### src/rtl/fifo_rd_arbiter.sv
`default_nettype none
// ---- fifo_rd_arbiter: round-robin, burst-limited sharing of the FIFO read port (rev 1.0) ----
// Define FIFO_RD_ARB_PRIO_EN to give requester 0 fixed priority at every IDLE decision.
module fifo_rd_arbiter #(
  parameter int WIDTH = 8,
  parameter int NREQ  = 4,
  parameter int BURST = 4
) (
  input  logic                    r_clk,
  input  logic                    rst_n,
  input  logic [NREQ-1:0]         req,
  input  logic                    empty,
  input  logic [WIDTH-1:0]        rdata_in,
  output logic                    rd_rq,
  output logic [NREQ-1:0]         gnt,
  output logic [WIDTH-1:0]        dout,
  output logic                    dout_valid,
  output logic [$clog2(NREQ)-1:0] dout_id
);

  localparam int IDW = $clog2(NREQ);
  localparam int CW  = (BURST > 1) ? $clog2(BURST) : 1;
  localparam logic [CW-1:0] LAST_BEAT = CW'(BURST - 1);

  typedef enum logic [0:0] {
    IDLE  = 1'b0,
    GRANT = 1'b1
  } state_t;

  state_t         state, state_next;
  logic [IDW-1:0] owner, owner_next;
  logic [IDW-1:0] last, last_next;
  logic [IDW-1:0] pick;
  logic [CW-1:0]  count, count_next;
  logic           found;
  logic           pop;
  int             idx;

  // First requester found searching upward from the slot after the previous owner
  always_comb begin
    pick  = '0;
    found = 1'b0;
    idx   = 0;
    for (int k = 1; k <= NREQ; k++) begin
      idx = int'(last) + k;
      if (idx >= NREQ) idx = idx - NREQ;
      if (!found && req[idx]) begin
        pick  = IDW'(idx);
        found = 1'b1;
      end
    end
`ifdef FIFO_RD_ARB_PRIO_EN
    if (req[0]) pick = '0;
`else
`endif
  end

  assign gnt   = (state == GRANT) ? (NREQ'(1) << owner) : '0;
  assign rd_rq = (state == GRANT) && req[owner];
  assign pop   = rd_rq && !empty;

  always_comb begin
    state_next = state;
    owner_next = owner;
    last_next  = last;
    count_next = count;
    case (state)
      IDLE: begin
        if (|req) begin
          owner_next = pick;
          state_next = GRANT;
        end
      end
      GRANT: begin
        // Owner leaves on request drop or on the final pop of its burst
        if (!req[owner] || (pop && count == LAST_BEAT)) begin
          state_next = IDLE;
          last_next  = owner;
          count_next = '0;
        end else if (pop) begin
          count_next = count + 1'b1;
        end
      end
      default: state_next = IDLE;
    endcase
  end

  always_ff @(posedge r_clk or negedge rst_n) begin
    if (!rst_n) begin
      state <= IDLE;
      owner <= '0;
      last  <= IDW'(NREQ - 1);
      count <= '0;
    end else begin
      state <= state_next;
      owner <= owner_next;
      last  <= last_next;
      count <= count_next;
    end
  end

  always_ff @(posedge r_clk or negedge rst_n) begin
    if (!rst_n) begin
      dout       <= '0;
      dout_id    <= '0;
      dout_valid <= 1'b0;
    end else begin
      dout_valid <= pop;
      if (pop) begin
        dout    <= rdata_in;
        dout_id <= owner;
      end
    end
  end

endmodule
`default_nettype wire

### config.mk
export PLATFORM = sky130hd
export DESIGN_NAME = fifo_rd_arbiter
export DESIGN_NICKNAME = d
export VERILOG_FILES = /design/src/rtl/fifo_rd_arbiter.sv
export SDC_FILE = /design/constraint.sdc
export NUM_CORES = 1
export LEC_CHECK = 0
export CORE_AREA = 2 2 48 50
export DETAILED_ROUTE_END_ITERATION = 6
export DIE_AREA = 0 0 50 52
export PLACE_DENSITY_LB_ADDON = 0.05
export REMOVE_ABC_BUFFERS = 1
export SYNTH_ARGS = -nofsm -noshare
export SYNTH_HDL_FRONTEND = slang
export SYNTH_SLANG_ARGS = --single-unit
### constraint.sdc
create_clock -name r_clk -period 3.45 [get_ports r_clk]
set_input_delay 0.8625 -clock r_clk [delete_from_list [all_inputs] [get_ports r_clk]]
set_output_delay 0.8625 -clock r_clk [all_outputs]
set_load 0.01 [all_outputs]
# Word-level counts from Yosys, hierarchy flattened

Cells that the tools add are included.

Input bits: 15
Output and inout bits: 16
Word-level logic and storage cells: 76
Register bits after elaboration: 18

Reduce and logical (&&, ||, !) cells: 17
Equality and inequality tests: 1
Add/sub/neg operators: 9
Shift operators: 1
Bitwise gates (word level): 1
$lt $le $gt $ge: 9
Multiplexer cells: 31

Operators by type and width:

| kind                                                                   | number |
|---|---|
| 32-bit by 4-bit < comparator with 1-bit output (second input constant) | 4 |
| 32-bit 2-to-1 mux                                                      | 4 |
| 1-bit 2-to-1 mux                                                       | 14 |
| 2-bit 2-to-1 mux                                                       | 6 |
| 3-bit by 3-bit subtractor with 4-bit output (second input constant)    | 3 |
| 1-bit binary-select mux with 2-bit select                              | 5 |
| 3-bit >= comparator (second input constant)                            | 3 |
| 2-bit by 2-bit adder with 3-bit output (second input constant)         | 2 |
| 1-bit logical AND                                                      | 6 |
| 2-bit AND reduction                                                    | 3 |
| 1-bit logical NOT                                                      | 5 |
| 4-bit by 3-bit subtractor with 5-bit output (second input constant)    | 1 |
| 2-bit by 3-bit adder with 4-bit output (second input constant)         | 1 |
| 4-bit by 3-bit >= comparator with 1-bit output (second input constant) | 1 |
| 4-bit 2-to-1 mux                                                       | 1 |
| 4-bit OR reduction                                                     | 1 |
| 1-bit by 2-bit left shift with 4-bit output (first input constant)     | 1 |
| 2-bit by 1-bit adder with 3-bit output (second input constant)         | 1 |
| 2-bit by 3-bit < comparator with 1-bit output (second input constant)  | 1 |
| 2-bit by 1-bit adder with 2-bit output (second input constant)         | 1 |
| 2-bit == test (second input constant)                                  | 1 |
| 1-bit one-hot mux with 2 select lines                                  | 1 |
| 2-bit nonzero test                                                     | 1 |
| 1-bit logical OR                                                       | 1 |
| 1-bit inverter                                                         | 1 |

# Logic depth before layout (Yosys ltp)

Gate-level depths: netlist of run 1.

Depth after elaboration: 16
Depth in mapped cells: 4
Gate-level depth less buffers: 4

# Worst setup path before layout of run 1

Ideal clock, no wire load.

Path kind: input to output
Start point: input req[3]
End point: output rd_rq
Setup slack: 1.090 ns
Required time: 2.588 ns
Cell stages on the path: 3
Data arrival time: 1.498 ns
Path buffers: 0
Cell sequence: mux2i_1 -> mux2_2 -> nor2_1

Cells in the longest elaborated chain, start to end: 3

RTL lines:

| what                                      | RTL line | text |
|---|---|---|
| from (decl)                               | 11       | `input logic [NREQ-1:0] req,` |
| 1-bit binary-select mux with 2-bit select | 59       | `assign rd_rq = (state == GRANT) && req[owner];` |
| 1-bit 2-to-1 mux (implied by the code)    | 59       |  |
| 1-bit logical AND                         | 59       |  |
| to (decl)                                 | 14       | `output logic rd_rq,` |

No other way between the ends. The select of a mux whose other input is x is not followed.

# Final worst setup path of run 1

Start point: input req[1]
End point: output rd_rq

Same word-level chain as after synthesis.

==> results of run 1 <==
-- layout make-up --
class,count,area (sq um),area share
clock buffers,4,36.28,0.02688
inverters,3,11.26,0.008341
flip-flops and latches,18,452.9,0.3355
well taps,28,35.03,0.02595
multi-input cells,56,469.2,0.3475
repair buffers,36,345.3,0.2558
-- logic make-up after synthesis --
kind of cell,Yosys count
buffers and inverters,6
AND/OR/NAND/NOR,20
flip-flops,18
multiplexers,16
AO/OA/AOI/OAI,19
adder cells (fa/ha/maj),1
-- through the flow --
stage | utilization | instance area [sq um] | instances | total power [mW]
final | 0.6411 | 1350 | 145 | 1.109
after CTS | 0.6411 | 1350 | 145 | 1.123
after global placement | 0.6239 | 1314 | 141 | 0.9808
after floorplan | - | 933.4 | 77 | 0.7206
after global routing | 0.6411 | 1350 | 145 | 1.187
after detailed placement | 0.6239 | 1314 | 141 | 0.9947
-- routing by layer --
layer / share of wire / vias up / track usage / wire [um]
met1: 0.46 / 378 / 0.1857 / 864
met2: 0.48 / 17 / 0.2632 / 885
met4: 0.0075 / 0 / 0.04167 / 14
met5: 0 / - / 0 / 0
met3: 0.050 / 2 / 0.05747 / 93
li1: - / 375 / - / -
-- worst paths after layout --
path | end | cells past startpoint | slack (ps) | from
min | dout[7]$_DFFE_PN0P_ | 1 | 510 | dout[7]$_DFFE_PN0P_
max reg2reg | dout[0]$_DFFE_PN0P_ | 3 | 1650 | owner[1]$_DFFE_PN0P_
max | rd_rq | 5 | 190 | req[1]
max in group asynchronous | owner[0]$_DFFE_PN0P_ | 1 | 1950 | rst_n
min reg2reg | dout[7]$_DFFE_PN0P_ | 1 | 510 | dout[7]$_DFFE_PN0P_
min in group asynchronous | dout[4]$_DFFE_PN0P_ | 1 | 1020 | rst_n
-- layout by cell type, fill, tap and decap left out, types with 2 or more instances in the layout --
| master | n |
|---|---|
| nand2b_1 | 2 |
| dfstp_2 | 2 |
| a21oi_1 | 2 |
| clkdlybuf4s50_1 | 30 |
| o21a_1 | 2 |
| o32a_1 | 2 |
| o2bb2ai_1 | 2 |
| inv_1 | 2 |
| mux2_2 | 11 |
| nor3b_1 | 2 |
| dfrtp_1 | 16 |
| nand2_1 | 3 |
| clkbuf_4 | 3 |
| nor2b_1 | 4 |
| nor2_1 | 3 |
| o21ai_0 | 4 |
| buf_4 | 6 |
| mux2i_1 | 4 |
-- power by group through the flow --
| stage | clock network, mW | logic [mW] | registers (mW) |
|---|---|---|---|
| 2_1_floorplan | 0 | 0.285 | 0.435 |
| 3_3_place_gp | 0 | 0.561 | 0.419 |
| 3_5_place_dp | 0 | 0.568 | 0.427 |
| 4_1_cts | 0.131 | 0.571 | 0.421 |
| 5_1_grt | 0.136 | 0.612 | 0.439 |
| 6_report | 0.125 | 0.563 | 0.420 |
-- registers in the layout (all words and copies together), names as in the netlist --
register	flops
owner	2
last	2
dout	8
state	1
count	2
dout_id	2
dout_valid	1
==> results.ini, run 1 <==
[power]
clockPowerShare=0.113
powerDensity_nw_per_um2=821.2
p_int_mw=0.7357
sequentialPowerShare=0.379
p_comb_frac=0.508
power_switching_mw=0.3729
switching_share=0.3364
peakVddDrop_mv=0.5060
p_leak_nw=0.5529

[setup_path]
path_delay_family=buffers and inverters
cp.required_ps=2590
critical-path-max-stage-delay_ps=550
path_cells=clkdlybuf4s50_1, mux2i_1, mux2_2, nor2_1, clkdlybuf4s50_1
critical_path.slowest_cell=clkdlybuf4s50_1
crit_top_cell=clkdlybuf4s50_1
path_class=in -> out
cp-start-kind=input port
cp.buffers_inverters=2
arrival_ps=2400
crit_path_end_kind=output pin
path_max_fanout=4

[timing]
period_share=0.9464
fin_ws_ps=185.0
setup_tns_ps=0
timing.fmax_mhz=306.3
rsz0062_at_grt=no
worst_pin_slew_ps=773.3
finalHoldViolCount=0
slew_viol_final=0
skew_ps=7.393
slew_headroom=0.4828
fin_hold_ws_ps=514.0
setup_viol=0
post-route-min-period_ps=3265

[grt]
grt_pass1_wl_um=3022
grt_max_degree=19
grt_pass1_vias=685
grt_overflow_total=0
grtUsageTotal=0.1557
antenna_found_initial=0

[layout]
finalNetCount=134
area_growth_pct=41.97
n_fill_cell=169
antennaDiodeCount=0
drive_gt1_frac=0.2222

[detailed_routing]
ant_nets=0
num_vias=772
wirelength_um=1859
post-route-drc-count=0
drt_iter0_drc=10
vias_per_cell=5.324
wl_per_cell_um=12.82
firstDrtPassIters=3

[logic_synthesis]
synthSimpleGateAreaFrac=0.1224
synth_xor_area_frac=0
ys_async_sr_fraction=1.000
synth_edf_count=0
synthAdderAreaFrac=0.01316
ys_types=33
yosys.area.top_type=dfrtp_1
ys_ff_latch=18
synth_top_area_share=0.4211
netlist_area_sq_um=950.9
ys_top_cells_by_count=dfrtp_1 (16), mux2_2 (11), mux2i_1 (4), nor2b_1 (4), o21ai_0 (4)
synth_top_flop_cell=dfrtp_1
synth_mux_area_frac=0.1961
yosysMostFrequentCell=dfrtp_1
ys_warn_count=0
synth_top_family_by_area=multiplexers
synth-compound-area-share=0.1618
syn_area_per_cell_sq_um=11.89
synth_area_leaders=dfrtp_1 (42%), mux2_2 (13%), dfstp_2 (5.5%)
synth_cells=80
yosysSeqAreaShare=0.4763

[clock_network]
cts_resized=0
cts.sinks=18
post_cts_buffers=0
clock_path_buffers=2
cts_hold_buf=0
cts_root_buffer=clkbuf_4
path_clk_slew_ps=100
cts_tree=yes
htreeDepth=1
clock_latency_ps=290
numCtsBuffers=3

[placed_design]
preCtsSetupSlack_ps=182.1
gp_congestion=0.7994
port_buffers=30
dp_hpwl_um=1424

[floorplan]
std_cell_rows=17
coreArea_sq_um=2106
fp.dieW_um=50
die_h_um=52
io_pins=31
initial_core_util=0.4516
dieArea_sq_um=2600

[status]
status=finished clean

[worst_hold_path]
hp-class=reg -> reg

[run]
maxCapViolCount=0

Power figures use the tool's default switching activity.
==> run 2: changes to the inputs <==
--- a/config.mk
+++ b/config.mk
@@ -5,9 +5,9 @@
 export SDC_FILE = /design/constraint.sdc
 export NUM_CORES = 1
 export LEC_CHECK = 0
-export CORE_AREA = 2 2 48 50
+export CORE_AREA = 2 2 50 52
 export DETAILED_ROUTE_END_ITERATION = 6
-export DIE_AREA = 0 0 50 52
+export DIE_AREA = 0 0 52 54
 export PLACE_DENSITY_LB_ADDON = 0.05
 export REMOVE_ABC_BUFFERS = 1
 export SYNTH_ARGS = -nofsm -noshare
==> constraint.sdc (replaced) <==
create_clock -name r_clk -period 3.7 [get_ports r_clk]
set_input_delay 0.925 -clock r_clk [delete_from_list [all_inputs] [get_ports r_clk]]
set_output_delay 0.925 -clock r_clk [all_outputs]
set_load 0.01 [all_outputs]
==> results.ini, run 2 (same netlist as run 1, synthesis figures left out) <==
[status]
status=finished clean

[floorplan]
initial_core_util=0.4099  ; -0.04165
coreArea_sq_um=2320  ; +10%
dieArea_sq_um=2808  ; +8.0%
die_h_um=54  ; +3.8%
io_pins=31  ; unchanged
std_cell_rows=18  ; +1
fp.dieW_um=52  ; +4.0%

[detailed_routing]
ant_nets=0  ; unchanged
vias_per_cell=5.326  ; about the same
drt_iter0_drc=16  ; +6
post-route-drc-count=0  ; unchanged
wirelength_um=1958  ; +5.3%
firstDrtPassIters=4  ; +1
num_vias=767  ; -0.65%
wl_per_cell_um=13.60  ; +6.1%

[power]
p_int_mw=0.6626  ; -9.9%
p_leak_nw=0.5361  ; -3.0%
clockPowerShare=0.095  ; -0.018
sequentialPowerShare=0.388  ; +0.009
p_comb_frac=0.517  ; +0.009
power_switching_mw=0.3522  ; -5.5%
switching_share=0.3471  ; +0.01070
powerDensity_nw_per_um2=766.6  ; -6.6%
peakVddDrop_mv=0.4276  ; -15%

[clock_network]
cts_resized=0  ; unchanged
clock_path_buffers=2  ; unchanged
cts_root_buffer=clkbuf_4
numCtsBuffers=3  ; unchanged
cts.sinks=18  ; unchanged
cts_tree=yes
cts_hold_buf=0  ; unchanged
htreeDepth=1  ; unchanged
path_clk_slew_ps=100  ; about the same
clock_latency_ps=290  ; about the same
post_cts_buffers=0  ; unchanged

[layout]
layout_commonest_cell=clkdlybuf4s50_1
antennaDiodeCount=0  ; unchanged
n_fill_cell=202  ; +20%
area_growth_pct=39.21
finalNetCount=132  ; -1.5%
top_register=dout
final_cell_mix=clkdlybuf4s50_1 (30), dfrtp_1 (16), mux2_2 (11)
fin_cells=144  ; -0.69%
largest_reg_flops=8  ; unchanged
drive_gt1_frac=0.2018  ; -0.02047

[setup_path]
path_delay_family=buffers and inverters
path_cells=clkdlybuf4s50_1, mux2i_1, mux2_2, nor2_1, clkdlybuf4s50_1
arrival_ps=2590  ; +190 ps
cp-start-kind=input port
critical-path-max-stage-delay_ps=580  ; +30 ps
path_max_fanout=7  ; +3
cp.required_ps=2770  ; +180 ps
critical_path.slowest_cell=clkdlybuf4s50_1
path_class=in -> out
crit_path_end_kind=output pin
cp.buffers_inverters=2  ; unchanged
crit_top_cell=clkdlybuf4s50_1

[timing]
timing.fmax_mhz=284.3
rsz0062_at_grt=no
fin_hold_ws_ps=513.1  ; -0.8960 ps
finalHoldViolCount=0  ; unchanged
post-route-min-period_ps=3517
skew_ps=0.4413  ; -6.952 ps
slew_headroom=0.4718  ; -0.01100
setup_tns_ps=0  ; unchanged
slew_viol_final=0  ; unchanged
setup_viol=0  ; unchanged
worst_pin_slew_ps=789.8  ; +16.45 ps
period_share=0.9505

[placed_design]
place_inst=141  ; unchanged
port_buffers=30  ; unchanged
gp_congestion=0.7811  ; -2.3%
dp_hpwl_um=1473  ; +3.5%

[run]
maxCapViolCount=0  ; unchanged

[grt]
grt_pass1_vias=646  ; -5.7%
grt_overflow_total=0  ; unchanged
antenna_found_initial=0  ; unchanged
grt_max_degree=19  ; unchanged
grt_pass1_wl_um=3049  ; +0.89%
grtUsageTotal=0.1580  ; +0.002291

[worst_hold_path]
hp-class=reg -> reg

-- run 2: cell count changes in the layout (fill, tap and decap cells not counted) --
cell,delta
clkbuf_8,-1
buf_4,-2
-- run 2: final timing paths --
path	start	slack (ps)	cells after the start	end
min in group asynchronous	rst_n	1090	1	dout[3]$_DFFE_PN0P_
min reg2reg	dout[2]$_DFFE_PN0P_	510	1	dout[2]$_DFFE_PN0P_
max reg2reg	owner[1]$_DFFE_PN0P_	1900	3	dout[1]$_DFFE_PN0P_
max	req[0]	180	5	rd_rq
max in group asynchronous	rst_n	2130	1	count[1]$_DFFE_PN0P_
min	dout[2]$_DFFE_PN0P_	510	1	dout[2]$_DFFE_PN0P_
-- run 2: power groups by stage --
stage / registers (mW) / logic [mW] / clock network, mW
floorplan: 0.406 / 0.266 / 0
global placement: 0.395 / 0.528 / 0
detailed placement: 0.397 / 0.531 / 0
CTS: 0.394 / 0.532 / 0.0999
global route: 0.412 / 0.571 / 0.106
finish: 0.393 / 0.525 / 0.0963
-- run 2: per-stage QoR --
step                setup WS [ps]  power (mW)  utilization  instance area [sq um]
global route                100.3       1.088       0.5707                   1324
detailed placement          199.4      0.9283       0.5609                   1301
global placement            222.6      0.9235       0.5609                   1301
floorplan                    1215      0.6719            -                  933.4
CTS                         199.8       1.025       0.5707                   1324
finish                      183.1       1.015       0.5707                   1324
-- run 2: cell type report --
| type | instances | area [sq um] | share of cell area |
|---|---|---|---|
| clock buffers | 3 | 22.52 | 0.01701 |
| inverters | 3 | 11.26 | 0.008507 |
| multi-input cells | 56 | 469.2 | 0.3544 |
| flip-flops and latches | 18 | 452.9 | 0.3422 |
| well taps | 30 | 37.54 | 0.02836 |
| repair buffers | 34 | 330.3 | 0.2495 |
-- run 2: per-layer routing --
layer  track usage  share of wire  up-vias
li1              -              -      372
met1        0.2195           0.49      366
met2        0.2152           0.43       22
met3       0.03889          0.053        7
met4        0.1053          0.029        0
met5             0              0        -
